**config.mk**
```make
export PLATFORM = sky130hd
export DESIGN_NAME = instr_fetch_buffer_flat
export DESIGN_NICKNAME = d
export VERILOG_FILES = /design/src/rtl/instr_fetch_buffer_pkg.sv /design/src/rtl/instr_fetch_buffer_if.sv /design/src/rtl/instr_fetch_buffer.sv /design/src/flat_wrapper.sv
export SDC_FILE = /design/constraint.sdc
export NUM_CORES = 1
export LEC_CHECK = 0
export BUFFER_PORTS_ARGS = -buffer_cell sky130_fd_sc_hd__buf_2
export CAP_MARGIN = 20
export CORE_ASPECT_RATIO = 1.1
export CORE_MARGIN = 2
export CORE_UTILIZATION = 25
export DETAILED_ROUTE_END_ITERATION = 7
export GPL_TIMING_DRIVEN = 0
export SLEW_MARGIN = 40
export SYNTH_ARGS = -nofsm -noshare
export SYNTH_HDL_FRONTEND = slang
export SYNTH_SLANG_ARGS = --single-unit
export TNS_END_PERCENT = 20
```
**constraint.sdc**
```tcl
create_clock -name clk_i -period 3.5 [get_ports clk_i]
set_input_delay 0.7 -clock clk_i [delete_from_list [all_inputs] [get_ports clk_i]]
set_output_delay 0.7 -clock clk_i [all_outputs]
set_load 0.01 [all_outputs]
```
**src/rtl/instr_fetch_buffer_pkg.sv**
```systemverilog
// Shared types and constants for the instruction fetch buffer.
package fetch_pkg;

    // Default number of buffered fetch entries.
    localparam int IFB_DEPTH_DEFAULT = 4;

    // One buffered fetch: PC, raw instruction word and the alignment flag
    // captured when the entry was accepted.
    typedef struct packed {
        logic [31:0] pc;
        logic [31:0] instr;
        logic        misalign;
    } fetch_entry_t;

    // A PC is misaligned when either of its two low bits is set.
    function automatic logic pc_misaligned(input logic [31:0] pc);
        return (pc[1:0] != 2'b00);
    endfunction

endpackage

```
**src/rtl/instr_fetch_buffer_if.sv**
```systemverilog
// Fetch-side and decode-side handshake bundle for the instruction fetch buffer.
//
// Handshake rules (both sides): a transfer happens on a rising clock edge
// where valid and ready are both high. Once valid is raised the producer
// holds its payload stable until the transfer completes (except when a flush
// discards it). Ready never depends combinationally on the same-cycle valid.
interface instr_fetch_buffer_if;

    // Fetch stage -> buffer
    logic        fetch_valid_i;
    logic [31:0] fetch_pc_i;
    logic [31:0] fetch_instr_i;
    logic        fetch_ready_o;

    // Buffer -> decode stage
    logic        dec_valid_o;
    logic        dec_ready_i;
    logic [31:0] dec_pc_o;
    logic [31:0] dec_instr_o;
    logic        dec_misalign_o;

    // Environment side: drives fetch payload and decode ready.
    modport master (
        output fetch_valid_i,
        output fetch_pc_i,
        output fetch_instr_i,
        input  fetch_ready_o,
        input  dec_valid_o,
        output dec_ready_i,
        input  dec_pc_o,
        input  dec_instr_o,
        input  dec_misalign_o
    );

    // Buffer side.
    modport slave (
        input  fetch_valid_i,
        input  fetch_pc_i,
        input  fetch_instr_i,
        output fetch_ready_o,
        output dec_valid_o,
        input  dec_ready_i,
        output dec_pc_o,
        output dec_instr_o,
        output dec_misalign_o
    );

endinterface

```
**src/rtl/instr_fetch_buffer.sv**
```systemverilog
// Instruction fetch buffer: small FIFO between fetch and decode with
// redirect flush. No fall-through: an accepted entry is visible to decode
// from the cycle after acceptance. Full/empty come from the occupancy count.
module instr_fetch_buffer
    import fetch_pkg::*;
#(
    parameter int DEPTH = IFB_DEPTH_DEFAULT
) (
    input  logic                     clk_i,
    input  logic                     rst_ni,
    input  logic                     flush_i,
    instr_fetch_buffer_if.slave      bus,
    output logic [$clog2(DEPTH):0]   count_o
);

    localparam int PTR_W = $clog2(DEPTH);
    localparam int CNT_W = PTR_W + 1;

    // Only powers of two from 2 to 16 are supported; pointer wrap relies on it.
    if ((DEPTH < 2) || (DEPTH > 16) || ((DEPTH & (DEPTH - 1)) != 0)) begin : g_bad_depth
        $error("instr_fetch_buffer: DEPTH must be a power of two from 2 to 16");
    end

    fetch_entry_t            mem [DEPTH];
    fetch_entry_t            head;
    fetch_entry_t            wr_entry;
    logic [PTR_W-1:0]        wr_ptr;
    logic [PTR_W-1:0]        rd_ptr;
    logic [CNT_W-1:0]        count;
    logic                    full;
    logic                    empty;
    logic                    push;
    logic                    pop;

    // Occupancy-derived status; ready depends only on registered state.
    assign full  = (count == CNT_W'(DEPTH));
    assign empty = (count == '0);

    assign bus.fetch_ready_o = !full;
    assign bus.dec_valid_o   = !empty && !flush_i;

    // A flush swallows any concurrent push; pop is already blocked by valid.
    assign push = bus.fetch_valid_i && !full && !flush_i;
    assign pop  = bus.dec_valid_o && bus.dec_ready_i;

    // Alignment is decided once, at acceptance, and travels with the entry.
    assign wr_entry.pc       = bus.fetch_pc_i;
    assign wr_entry.instr    = bus.fetch_instr_i;
    assign wr_entry.misalign = pc_misaligned(bus.fetch_pc_i);

    // Pointer and count state; async reset and flush both return to empty.
    always_ff @(posedge clk_i or negedge rst_ni) begin
        if (!rst_ni) begin
            wr_ptr <= '0;
            rd_ptr <= '0;
            count  <= '0;
        end else if (flush_i) begin
            wr_ptr <= '0;
            rd_ptr <= '0;
            count  <= '0;
        end else begin
            if (push) begin
                wr_ptr <= wr_ptr + PTR_W'(1);
            end
            if (pop) begin
                rd_ptr <= rd_ptr + PTR_W'(1);
            end
            case ({push, pop})
                2'b10:   count <= count + CNT_W'(1);
                2'b01:   count <= count - CNT_W'(1);
                default: count <= count;
            endcase
        end
    end

    // Entry storage; contents are qualified by count so need no reset.
    always_ff @(posedge clk_i) begin
        if (push) begin
            mem[wr_ptr] <= wr_entry;
        end
    end

    // Head entry drives decode; fields are don't-care while dec_valid_o is low.
    assign head               = mem[rd_ptr];
    assign bus.dec_pc_o       = head.pc;
    assign bus.dec_instr_o    = head.instr;
    assign bus.dec_misalign_o = head.misalign;

    assign count_o = count;

endmodule

```
**src/flat_wrapper.sv**
```systemverilog
// flat-port wrapper written by rule: the top's interface ports become plain ports
module instr_fetch_buffer_flat import fetch_pkg::*;
#(
    parameter int DEPTH = IFB_DEPTH_DEFAULT
)
  (clk_i, rst_ni, flush_i, count_o, bus_fetch_valid_i, bus_fetch_pc_i, bus_fetch_instr_i, bus_fetch_ready_o, bus_dec_valid_o, bus_dec_ready_i, bus_dec_pc_o, bus_dec_instr_o, bus_dec_misalign_o);
  instr_fetch_buffer_if bus_i ();
  input  logic clk_i;
  input  logic rst_ni;
  input  logic flush_i;
  output logic [$clog2(DEPTH):0] count_o;
  input wire logic [$bits(bus_i.fetch_valid_i)-1:0] bus_fetch_valid_i;
  input wire logic [$bits(bus_i.fetch_pc_i)-1:0] bus_fetch_pc_i;
  input wire logic [$bits(bus_i.fetch_instr_i)-1:0] bus_fetch_instr_i;
  output wire logic [$bits(bus_i.fetch_ready_o)-1:0] bus_fetch_ready_o;
  output wire logic [$bits(bus_i.dec_valid_o)-1:0] bus_dec_valid_o;
  input wire logic [$bits(bus_i.dec_ready_i)-1:0] bus_dec_ready_i;
  output wire logic [$bits(bus_i.dec_pc_o)-1:0] bus_dec_pc_o;
  output wire logic [$bits(bus_i.dec_instr_o)-1:0] bus_dec_instr_o;
  output wire logic [$bits(bus_i.dec_misalign_o)-1:0] bus_dec_misalign_o;
  assign bus_i.fetch_valid_i = bus_fetch_valid_i;
  assign bus_i.fetch_pc_i = bus_fetch_pc_i;
  assign bus_i.fetch_instr_i = bus_fetch_instr_i;
  assign bus_fetch_ready_o = bus_i.fetch_ready_o;
  assign bus_dec_valid_o = bus_i.dec_valid_o;
  assign bus_i.dec_ready_i = bus_dec_ready_i;
  assign bus_dec_pc_o = bus_i.dec_pc_o;
  assign bus_dec_instr_o = bus_i.dec_instr_o;
  assign bus_dec_misalign_o = bus_i.dec_misalign_o;
  instr_fetch_buffer #(.DEPTH(DEPTH)) u_core (.clk_i(clk_i), .rst_ni(rst_ni), .flush_i(flush_i), .bus(bus_i), .count_o(count_o));
endmodule
```
==> reports/qor.yml, run 1 <==
floorplan:
  die_h_um: 214
  die_area_sq_um: 41600
  start_util_pct: 25.4
  core_sq_um: 39300
  rows: 76
  io_pins: 139
  die_w_um: 195
global_route:
  grt_overflow_total: 0
  grt_start_max_net_pins: 33
  grt_pass1_vias: 5093
  antenna_found_initial: 1
  grt_pass1_wl_mm: 31.6
  grt.total_usage_pct: 10.2
setup_path:
  reg2reg_from: "u_core.count_o[0]"
  cp_data_required_time_ns: 2.80
  crit_arrival_ns: 2.21
  path_class: "reg2out"
  cp-end-kind: "primary output"
  start_kind: "flip-flop"
  startpoint: "u_core.rd_ptr[0]"
  cp_max_fo: 10
sta:
  fin_crit_sh_pct: 83.0
  rsz0062_at_grt: "no"
  slew_viol_final: 0
  worst_slack_ns: 0.594
  finalClockSkew_ns: 0.0143
  slew_headroom_pct: 51.8
  period_minus_slack_ns: 2.91
  max_freq_ghz: 0.344
  hold_violations: 0
  setup_viol: 0
  timing_worst_slew_pin_value_ns: 0.723
yosys:
  yosys_warnings: 0
  synth_seq_cells: 267
  syn-mean-instance-area_sq_um: 24.5
  synth_edf_count: 260
  syn_area_sq_um: 9990
  synthesis.instances: 407
  async_flop_share_pct: 2.62
  ys_seq_area_share_pct: 79.9
  synth_ff_type: "edfxtp_1"
  ys_types: 37
  syn-num-nets: 481
place:
  post-place-ws_ns: 0.946
  io_buffers: 137
  place_area_sq_um: 11500
  hpwlAfterDp_mm: 13.8
  gp_congestion: 0.687
drt:
  wire_per_inst_um: 19.1
  routed_via_density: 4.20
  via_count: 4689
  drtIter0Drc: 186
  drc_errors: 0
  ant_nets: 0
  drt_wl_total_mm: 21.4
  drtPass1Iterations: 6
final_layout:
  final_core_util_pct: 31.8
  nets: 659
  area_growth_pct: 25.0
  antennaDiodeCount: 0
  final_area_sq_um: 12500
  drive_gt1_share_pct: 46.8
outcome:
  status: "complete, no violations"
hold_path:
  hp-class: "in2reg"
  worstHoldStart: "bus_fetch_pc_i[26]"
cts:
  cts.sinks: 267
  cts_root_buf: "clkbuf_16"
  numCtsBuffers: 30
  cts-htree-levels: 1
  clk_pin_slew_ns: 0.06
  cts_tree: "done"
  clkLatencyLatePin_ns: 0.56
  clock_path_buffers: 3
power_and_ir_drop:
  pwr_density_cell_nw_per_um2: 641
  irDropWorstVdd_mv: 0.313
  leakage_uw: 0.00414
job:
  maxCapViolations: 0
## sequential cells by signal, summed over array words and instances, names as in the netlist
name and count:
u_core.mem 260, u_core.wr_ptr 2, u_core.rd_ptr 2, u_core.count_o 3
## cells in the final DEF (no fill, tap or decap), types with 5 or more instances in the layout
master and count:
edfxtp_1 260, mux4_2 65, buf_2 143, buf_12 8, buf_4 5, clkinv_2 7
inv_1 5, clkbuf_16 31, clkbuf_1 7, dfrtp_1 7, nor2_1 6
## final cells by class
| class | count | area, sq um |
|---|---|---|
| Clock buffer | 40 | 850 |
| Buffer | 21 | 170 |
| Fill cell | 3767 | 26800 |
| Tap cell | 507 | 634 |
| Multi-Input combinational cell | 114 | 1840 |
| Inverter | 5 | 18.8 |
| Clock inverter | 16 | 138 |
| Timing Repair Buffer | 146 | 856 |
| Sequential cell | 267 | 7980 |
## per-stage QoR
| step | hold WS, ns | total power [uW] | setup TNS (ns) | cells |
|---|---|---|---|---|
| 6_report | 0.359 | 8000 | 0 | 1116 |
| 5_1_grt | 0.324 | 8380 | 0 | 1116 |
| 4_1_cts | 0.316 | 8170 | 0 | 1116 |
| 3_5_place_dp | 0.557 | 5030 | 0 | 1059 |
| 3_3_place_gp | 0.552 | 5010 | -364.49 | 1051 |
| 2_1_floorplan | 0.404 | 4540 | 0 | 407 |
## cells in the mapped netlist, types with 3 or more instances
cell type  number  share of area, %
buf_6           4              0.45
buf_2           6              0.30
and3_1          4              0.25
a21oi_1         4              0.20
buf_4           5              0.38
inv_1           5              0.19
nand2_1         3              0.11
buf_8           3              0.45
nor2_1          6              0.23
ha_1            4              0.50
dfrtp_1         7               1.8
edfxtp_1      260                78
nand3_1         3              0.15
mux4_2         65                15
## cell families after synthesis
family | share of synthesized area, %
muxes | 14.8
and+or+nand+nor | 1.18
buffers and inverters | 1.89
xor gates and xnor gates | 0.263
adders and majority gates | 0.702
DFF | 79.9
AOI/OAI and AO/OA | 1.27
## timing repair
| action | in CTS | in global routing |
|---|---|---|
| setup buffers | 0 | 0 |
| endpoints found under the hold margin | 7 | 0 |
| hold buffers | 1 | 0 |
| resized for setup | 0 | 0 |
## routing by layer
layer | track usage, % | wire length [um]
met1 | 12.7 | 8970
met3 | 2.23 | 1120
met5 | 0 | 13
met4 | 3.74 | 509
met2 | 17.6 | 10800
## worst max-delay path, stage by stage (launching register included)
cell	delay, ns
dfrtp_1	0.39
buf_6	0.14
buf_8	0.19
buf_6	0.22
mux4_2	0.55
buf_2	0.17
## final timing paths
kind                                     end  slack [ns]  depth (start not counted)
hold reg to reg             u_core.wr_ptr[1]        0.60                          2
min in group asynchronous  u_core.count_o[2]        0.52                          2
setup reg to reg           u_core.count_o[1]        1.29                          7
setup / recovery            bus_dec_pc_o[23]        0.59                          5
hold / removal             u_core.mem[0][59]        0.36                          1
max in group asynchronous   u_core.wr_ptr[1]        2.80                          2
## power by group
| part | internal, uW | switching (uW) |
|---|---|---|
| logic | 610 | 639 |
| registers | 3630 | 34.9 |
| clock network | 1840 | 1240 |
| total | 6090 | 1910 |
Power figures use the tool's default switching activity.
==> inputs of run 2 (changes only) <==
--- a/config.mk
+++ b/config.mk
@@ -5,6 +5,7 @@
 export SDC_FILE = /design/constraint.sdc
 export NUM_CORES = 1
 export LEC_CHECK = 0
+export ABC_AREA = 1
 export BUFFER_PORTS_ARGS = -buffer_cell sky130_fd_sc_hd__buf_2
 export CAP_MARGIN = 20
 export CORE_ASPECT_RATIO = 1.1
==> constraint.sdc (replaced) <==
create_clock -name clk_i -period 2.3 [get_ports clk_i]
set_input_delay 0.46 -clock clk_i [delete_from_list [all_inputs] [get_ports clk_i]]
set_output_delay 0.46 -clock clk_i [all_outputs]
set_load 0.01 [all_outputs]
==> reports/qor.yml, run 2 <==
yosys:
  synth_edf_count: 260  # unchanged
  synth_top_area_share_pct: 77.5  # was 78.2%
  ys_seq_area_share_pct: 79.3  # was 79.9%
  async_flop_share_pct: 2.62  # unchanged
  synthTopCellsByArea: "edfxtp_1 78%, o21ai_0 6.1%, nor2_1 5.1%"  # was edfxtp_1 78%, mux4_2 15%, dfrtp_1 1.8%
  ys_top_cells_by_count: "260 x edfxtp_1, 136 x nor2_1, 123 x o21ai_0"  # was 260 x edfxtp_1, 65 x mux4_2, 7 x dfrtp_1
  syn_area_sq_um: 10100  # was 9990 sq um
  yosysTopAreaCell: "edfxtp_1"  # unchanged
  synth_most_common_cell: "edfxtp_1"  # unchanged
  synth_ff_type: "edfxtp_1"  # unchanged
  ys_types: 24  # was 37
  synth_seq_cells: 267  # unchanged
  yosys_warnings: 0  # unchanged
  synthesis.instances: 694  # was 407
  syn-num-nets: 768  # was 481
  syn-mean-instance-area_sq_um: 14.5  # was 24.5 sq um
cts:
  cts_tree: "done"  # unchanged
  clkLatencyLatePin_ns: 0.55  # was 0.56 ns
  cts_root_buf: "clkbuf_16"  # unchanged
  clk_pin_slew_ns: 0.06  # about the same
  clock_path_buffers: 3  # unchanged
  numCtsBuffers: 29  # was 30
  cts-htree-levels: 1  # unchanged
  cts.sinks: 267  # unchanged
global_route:
  antenna_found_initial: 3  # was 1
  grt.total_usage_pct: 12.9  # was 10.2%
  grt_overflow_total: 0  # unchanged
  grt_start_max_net_pins: 18  # was 33
  grt_pass1_vias: 6508  # was 5,093
  grt_pass1_wl_mm: 40.3  # was 31.6 mm
drt:
  via_count: 6348  # was 4,689
  ant_nets: 0  # unchanged
  drc_errors: 0  # unchanged
  drt_wl_total_mm: 27.5  # was 21.4 mm
  wire_per_inst_um: 19.2  # was 19.1 um
  routed_via_density: 4.42  # was 4.20
  drtPass1Iterations: 4  # was 6
  drtIter0Drc: 313  # was 186
power_and_ir_drop:
  leakage_uw: 0.00484  # was 0.00414 uW
  pwr_density_cell_nw_per_um2: 1100  # was 641 nW/um^2
  power_uw: 15200  # was 8000 uW
  irDropWorstVdd_mv: 0.703  # was 0.313 mV
final_layout:
  final_area_sq_um: 13800  # was 12,500 sq um
  drive_gt1_share_pct: 37.2  # was 46.8%
  area_growth_pct: 36.5  # was 25.0%
  layout_commonest_cell: "edfxtp_1"  # unchanged
  fin_cells: 1437  # was 1,116
  top_register: "u_core.mem"  # unchanged
  layout_common_cells: "260 x edfxtp_1, 136 x buf_2, 109 x nor2_1"  # was 260 x edfxtp_1, 143 x buf_2, 65 x mux4_2
  nets: 975  # was 659
  largest_reg_flops: 260  # unchanged
  final_core_util_pct: 34.4  # was 31.8%
sta:
  max_freq_ghz: 0.419
  slew_headroom_pct: 58.1  # was 51.8%
  fin_crit_sh_pct: 104
  setup_viol: 60  # was 0
  hold_violations: 0  # unchanged
  rsz0062_at_grt: "yes"  # was no
  worst_slack_ns: -0.0846  # was 0.594 ns
  fin_tns_setup_ns: -1.97  # was 0 ns
  slew_viol_final: 0  # unchanged
  timing_worst_slew_pin_value_ns: 0.626  # was 0.723 ns
  finalClockSkew_ns: 0.00697  # was 0.0143 ns
  period_minus_slack_ns: 2.38
setup_path:
  start_kind: "flip-flop"  # unchanged
  path_class: "reg2out"  # unchanged
  worstPathCellList: "buf_12 -> clkinv_16 -> buf_16 -> clkbuf_16 -> nor2_1 -> o22ai_1 -> buf_2"  # was buf_6 -> buf_8 -> buf_6 -> mux4_2 -> buf_2
  cp_data_required_time_ns: 1.84  # was 2.80 ns
  worst-path-buf-inv: 5  # was 4
  crit_family: "buffers and inverters"  # unchanged
  cp_max_fo: 6  # was 10
  crit_arrival_ns: 1.92  # was 2.21 ns
  slowest_stage: "dfrtp_2"  # was mux4_2
  cp-end-kind: "primary output"  # unchanged
  slowest_delay_ns: 0.43  # was 0.55 ns
hold_path:
  hp-class: "in2reg"  # unchanged
job:
  maxCapViolations: 0  # unchanged
floorplan:
  core_sq_um: 40000  # was 39,300 sq um
  io_pins: 139  # unchanged
  die_w_um: 195  # about the same
  die_area_sq_um: 41900  # was 41,600 sq um
  rows: 77  # was 76
  die_h_um: 215  # was 214 um
  start_util_pct: 25.2  # was 25.4%
outcome:
  status: "complete, but fails checks"  # was complete, no violations
  violations: "setup timing"
place:
  hpwlAfterDp_mm: 17.4  # was 13.8 mm
  placed_cells_incl_taps: 1362  # was 1,059
  io_buffers: 138  # was 137
  gp_congestion: 0.718  # was 0.687
  place_area_sq_um: 11800  # was 11,500 sq um
==> run 2: changes by cell type after synthesis, sizes merged, moves of 2 or more <==
| cell | change |
|---|---|
| buf | -4 |
| nand2 | +16 |
| mux4 | -65 |
| o21ai | +134 |
| o22ai | +65 |
| nand2b | -2 |
| nor2 | +131 |
| xor2 | -2 |
| clkbuf | +25 |
| and3 | -4 |
| a21oi | -2 |
| inv | +10 |
==> run 2: cells by family after synthesis <==
logic type | Yosys count | synth area share (%)
flops | 267 | 79.3
simple gates | 161 | 6.36
fa+ha+maj | 5 | 0.696
xor+xnor | 1 | 0.0870
buf+inv | 57 | 2.63
compound gates | 203 | 11.0
==> run 2: where the power goes <==
group          internal, uW  leakage (uW)  switching (uW)  total [uW]
logic                  2000       0.00193            2660        4660
clock network          2870      0.000465            1860        4730
registers              5660       0.00245             108        5770
==> run 2: repair_timing <==
item	in CTS	in global routing
gates cloned	3	5
pin swaps	34	20
endpoints found under the setup margin	97	97
endpoints found under the hold margin	7	0
buffers inserted	14	0
gates resized for setup	156	97
hold buffers	1	0
==> run 2: metrics by stage <==
| step | hold slack (ns) | worst slack, ns |
|---|---|---|
| after global placement | 0.301 | -0.936 |
| after global routing | 0.0933 | -0.161 |
| after CTS | 0.0888 | -0.181 |
| final | 0.123 | -0.0846 |
| after detailed placement | 0.301 | -0.205 |
| after floorplan | 0.164 | 0.00848 |
==> run 2: cell type report <==
class | instances | area (sq um)
flip-flops and latches | 267 | 7990
clock buffers | 32 | 737
multi-input cells | 370 | 2140
repair inverters | 1 | 11.3
fillers | 3827 | 26200
inverters | 15 | 85.1
diodes | 2 | 5.00
plain buffers | 41 | 513
clock inverters | 20 | 240
well taps | 513 | 642
repair buffers | 176 | 1390
==> run 2: routing by layer <==
metal	wire (um)	global-route usage (%)	vias up
li1	-	-	3024
met1	11700	16.2	3123
met2	13700	22.2	168
met3	1620	2.93	33
met4	457	3.56	0
met5	0	0	-
==> run 2: path summary, 6_finish.rpt <==
kind | from | depth (start not counted) | endpoint | slack, ns
max in group asynchronous | rst_ni | 2 | u_core.rd_ptr[0] | 1.86
max | u_core.rd_ptr[0] | 7 | bus_dec_pc_o[22] | -0.08
min reg2reg | u_core.count_o[0] | 1 | u_core.count_o[0] | 0.53
min in group asynchronous | rst_ni | 2 | u_core.wr_ptr[0] | 0.27
min | bus_fetch_instr_i[4] | 1 | u_core.mem[1][5] | 0.12
max reg2reg | u_core.count_o[0] | 9 | u_core.mem[0][0] | 0.05
==> run 2: worst register-to-register path, cell delays in order (launching register included) <==
cell     delay (ns)
dfrtp_2        0.42
nor2_2         0.08
nand2_2        0.08
nand2_4        0.08
nor2_4         0.14
inv_4          0.08
nor2_4         0.49
buf_16         0.24
buf_16         0.17
buf_16         0.17
==> inputs of run 3 (changes only) <==
--- a/config.mk
+++ b/config.mk
@@ -5,7 +5,6 @@
 export SDC_FILE = /design/constraint.sdc
 export NUM_CORES = 1
 export LEC_CHECK = 0
-export ABC_AREA = 1
 export BUFFER_PORTS_ARGS = -buffer_cell sky130_fd_sc_hd__buf_2
 export CAP_MARGIN = 20
 export CORE_ASPECT_RATIO = 1.1
==> reports/qor.yml, run 3 (synthesized netlist as in run 1, its figures left out) <==
power_and_ir_drop:
  comb_power_share_pct: 19.2  # was 30.8%
  p_int_uw: 9450  # was 10,500 uW
  irDropWorstVdd_mv: 0.451  # was 0.703 mV
  power_uw: 12400  # was 15,200 uW
  pwr-share-clk_pct: 35.7  # was 31.2%
  p_sw_uw: 2920  # was 4630 uW
  pwr_density_cell_nw_per_um2: 962  # was 1100 nW/um^2
  leakage_uw: 0.00427  # was 0.00484 uW
  swShare_pct: 23.6  # was 30.5%
  p_seq_share_pct: 45.1  # was 38.1%
sta:
  worst_slack_ns: -0.201  # was -0.0846 ns
  max_freq_ghz: 0.400  # was 0.419 GHz
  setup_viol: 65  # was 60
  slew_viol_final: 0  # unchanged
  hold_violations: 0  # unchanged
  finalClockSkew_ns: 0.0206  # was 0.00697 ns
  slew_headroom_pct: 68.2  # was 58.1%
  rsz0062_at_grt: "yes"  # unchanged
  period_minus_slack_ns: 2.50  # was 2.38 ns
  fin_crit_sh_pct: 109  # was 104%
  timing_worst_slew_pin_value_ns: 0.472  # was 0.626 ns
setup_path:
  cp_data_required_time_ns: 1.84  # about the same
  slowest_delay_ns: 0.53  # was 0.43 ns
  path_class: "reg2out"  # unchanged
  cp_max_fo: 11  # was 6
  slowest_stage: "mux4_2"  # was dfrtp_2
  crit_arrival_ns: 2.04  # was 1.92 ns
  worstPathCellList: "buf_6 -> buf_12 -> buf_12 -> mux4_2 -> buf_6"  # was buf_12 -> clkinv_16 -> buf_16 -> clkbuf_16 -> nor2_1 -> o22ai_1 -> buf_2
  cp-end-kind: "primary output"  # unchanged
  start_kind: "flip-flop"  # unchanged
global_route:
  grt_pass1_wl_mm: 31.6  # was 40.3 mm
  grt_overflow_total: 0  # unchanged
  grt_pass1_vias: 5145  # was 6,508
  antenna_found_initial: 0  # was 3
  grt.total_usage_pct: 10.2  # was 12.9%
  grt_start_max_net_pins: 30  # was 18
cts:
  clkLatencyLatePin_ns: 0.55  # about the same
  numCtsBuffers: 28  # was 29
  cts.sinks: 267  # unchanged
  clock_path_buffers: 3  # unchanged
  cts-htree-levels: 1  # unchanged
  cts_tree: "done"  # unchanged
  clk_pin_slew_ns: 0.06  # about the same
  cts_root_buf: "clkbuf_16"  # unchanged
final_layout:
  fillCellCount: 3740  # was 3,827
  antennaDiodeCount: 0  # was 2
  fin_cells: 1125  # was 1,437
  layout_commonest_cell: "edfxtp_1"  # unchanged
  layout_common_cells: "260 x edfxtp_1, 110 x buf_2, 65 x mux4_2"  # was 260 x edfxtp_1, 136 x buf_2, 109 x nor2_1
  top_register: "u_core.mem"  # unchanged
  area_growth_pct: 28.7  # was 36.5%
  drive_gt1_share_pct: 47.7  # was 37.2%
  nets: 671  # was 975
  largest_reg_flops: 260  # unchanged
floorplan:
  die_h_um: 214  # was 215 um
  start_util_pct: 25.4  # was 25.2%
  core_sq_um: 39300  # was 40,000 sq um
  die_area_sq_um: 41600  # was 41,900 sq um
  rows: 76  # was 77
  io_pins: 139  # unchanged
  die_w_um: 195  # about the same
outcome:
  violations: "setup timing"  # unchanged
  status: "complete, but fails checks"  # unchanged
place:
  hpwlAfterDp_mm: 13.5  # was 17.4 mm
  post-place-ws_ns: -0.0363  # was -0.205 ns
  io_buffers: 137  # was 138
  placed_cells_incl_taps: 1059  # was 1,362
  gp_congestion: 0.671  # was 0.718
drt:
  drtIter0Drc: 217  # was 313
  wire_per_inst_um: 18.9  # was 19.2 um
  via_count: 4759  # was 6,348
  ant_nets: 0  # unchanged
  routed_via_density: 4.23  # was 4.42
  drc_errors: 0  # unchanged
  drt_wl_total_mm: 21.3  # was 27.5 mm
  drtPass1Iterations: 4  # unchanged
hold_path:
  hp-class: "in2reg"  # unchanged
job:
  maxCapViolations: 0  # unchanged
-- run 3: cell count changes in the layout (fill, tap and decap cells not counted), moves of 20 or more --
| cell | delta |
|---|---|
| mux4_2 | +65 |
| o22ai_2 | -20 |
| buf_2 | -26 |
| nor2_1 | -103 |
| o21ai_0 | -66 |
| buf_6 | +25 |
| o21ai_1 | -55 |
| o22ai_1 | -45 |
-- run 3: power groups by stage --
stage,combinational [uW],sequential [uW],clock (uW)
final,2370,5580,4420
after global routing,2570,5590,4760
after CTS,2160,5580,4580
after floorplan,1220,5680,0
after global placement,1920,5690,0
after detailed placement,1970,5680,0
-- run 3: final timing paths --
check | startpoint | end | slack, ns | depth (start not counted)
min in group asynchronous | rst_ni | u_core.count_o[0] | 0.28 | 2
worst max register to register | u_core.count_o[0] | u_core.count_o[1] | 0.13 | 7
worst min register to register | u_core.wr_ptr[1] | u_core.wr_ptr[1] | 0.61 | 2
worst max-delay path | u_core.rd_ptr[0] | bus_dec_pc_o[10] | -0.20 | 5
max in group asynchronous | rst_ni | u_core.wr_ptr[0] | 1.84 | 2
worst min-delay path | bus_fetch_pc_i[27] | u_core.mem[3][60] | 0.12 | 1
-- run 3: final cells by class --
class	count	area [sq um]	area share, %
Sequential cell	267	7980	62.1
Multi-Input combinational cell	114	1860	14.5
Timing Repair Buffer	160	1210	9.42
Clock buffer	34	744	5.79
Tap cell	507	634	4.93
Buffer	21	244	1.90
Clock inverter	17	159	1.24
Inverter	5	18.8	0.146
-- run 3: through the flow --
| stage | hold slack, ns | area [sq um] | setup TNS [ns] | util, % |
|---|---|---|---|---|
| final | 0.121 | 12900 | -9.70 | 32.7 |
| after global routing | 0.0946 | 12900 | -17.53 | 32.7 |
| after CTS | 0.0868 | 12600 | -16.29 | 32.0 |
| after detailed placement | 0.313 | 11500 | -1.45 | 29.3 |
| after global placement | 0.314 | 11300 | -530.31 | 28.8 |
| after floorplan | 0.164 | 9990 | -119.63 | - |
-- run 3: repair_timing --
action	4_1_cts	5_1_grt
hold buffers	1	0
gates cloned	1	2
endpoints found under the hold margin	7	0
buffers inserted	3	8
gates resized for setup	28	30
setup endpoints to repair	66	68
-- run 3: metal layers --
metal  vias to the layer above  global-route usage [%]  wire length (um)
met2                       118                    17.0             10400
met4                         0                    3.98               516
met1                      2502                    13.1              9270
li1                       2107                       -                 -
met3                        32                    2.11              1110
met5                         -                       0                 0
-- run 3: critical path, delay by kind of cell, from the launching register on --
kind	cells	cell delay (ns)
buf+inv	4	0.57
mux	1	0.53
flops	1	0.36
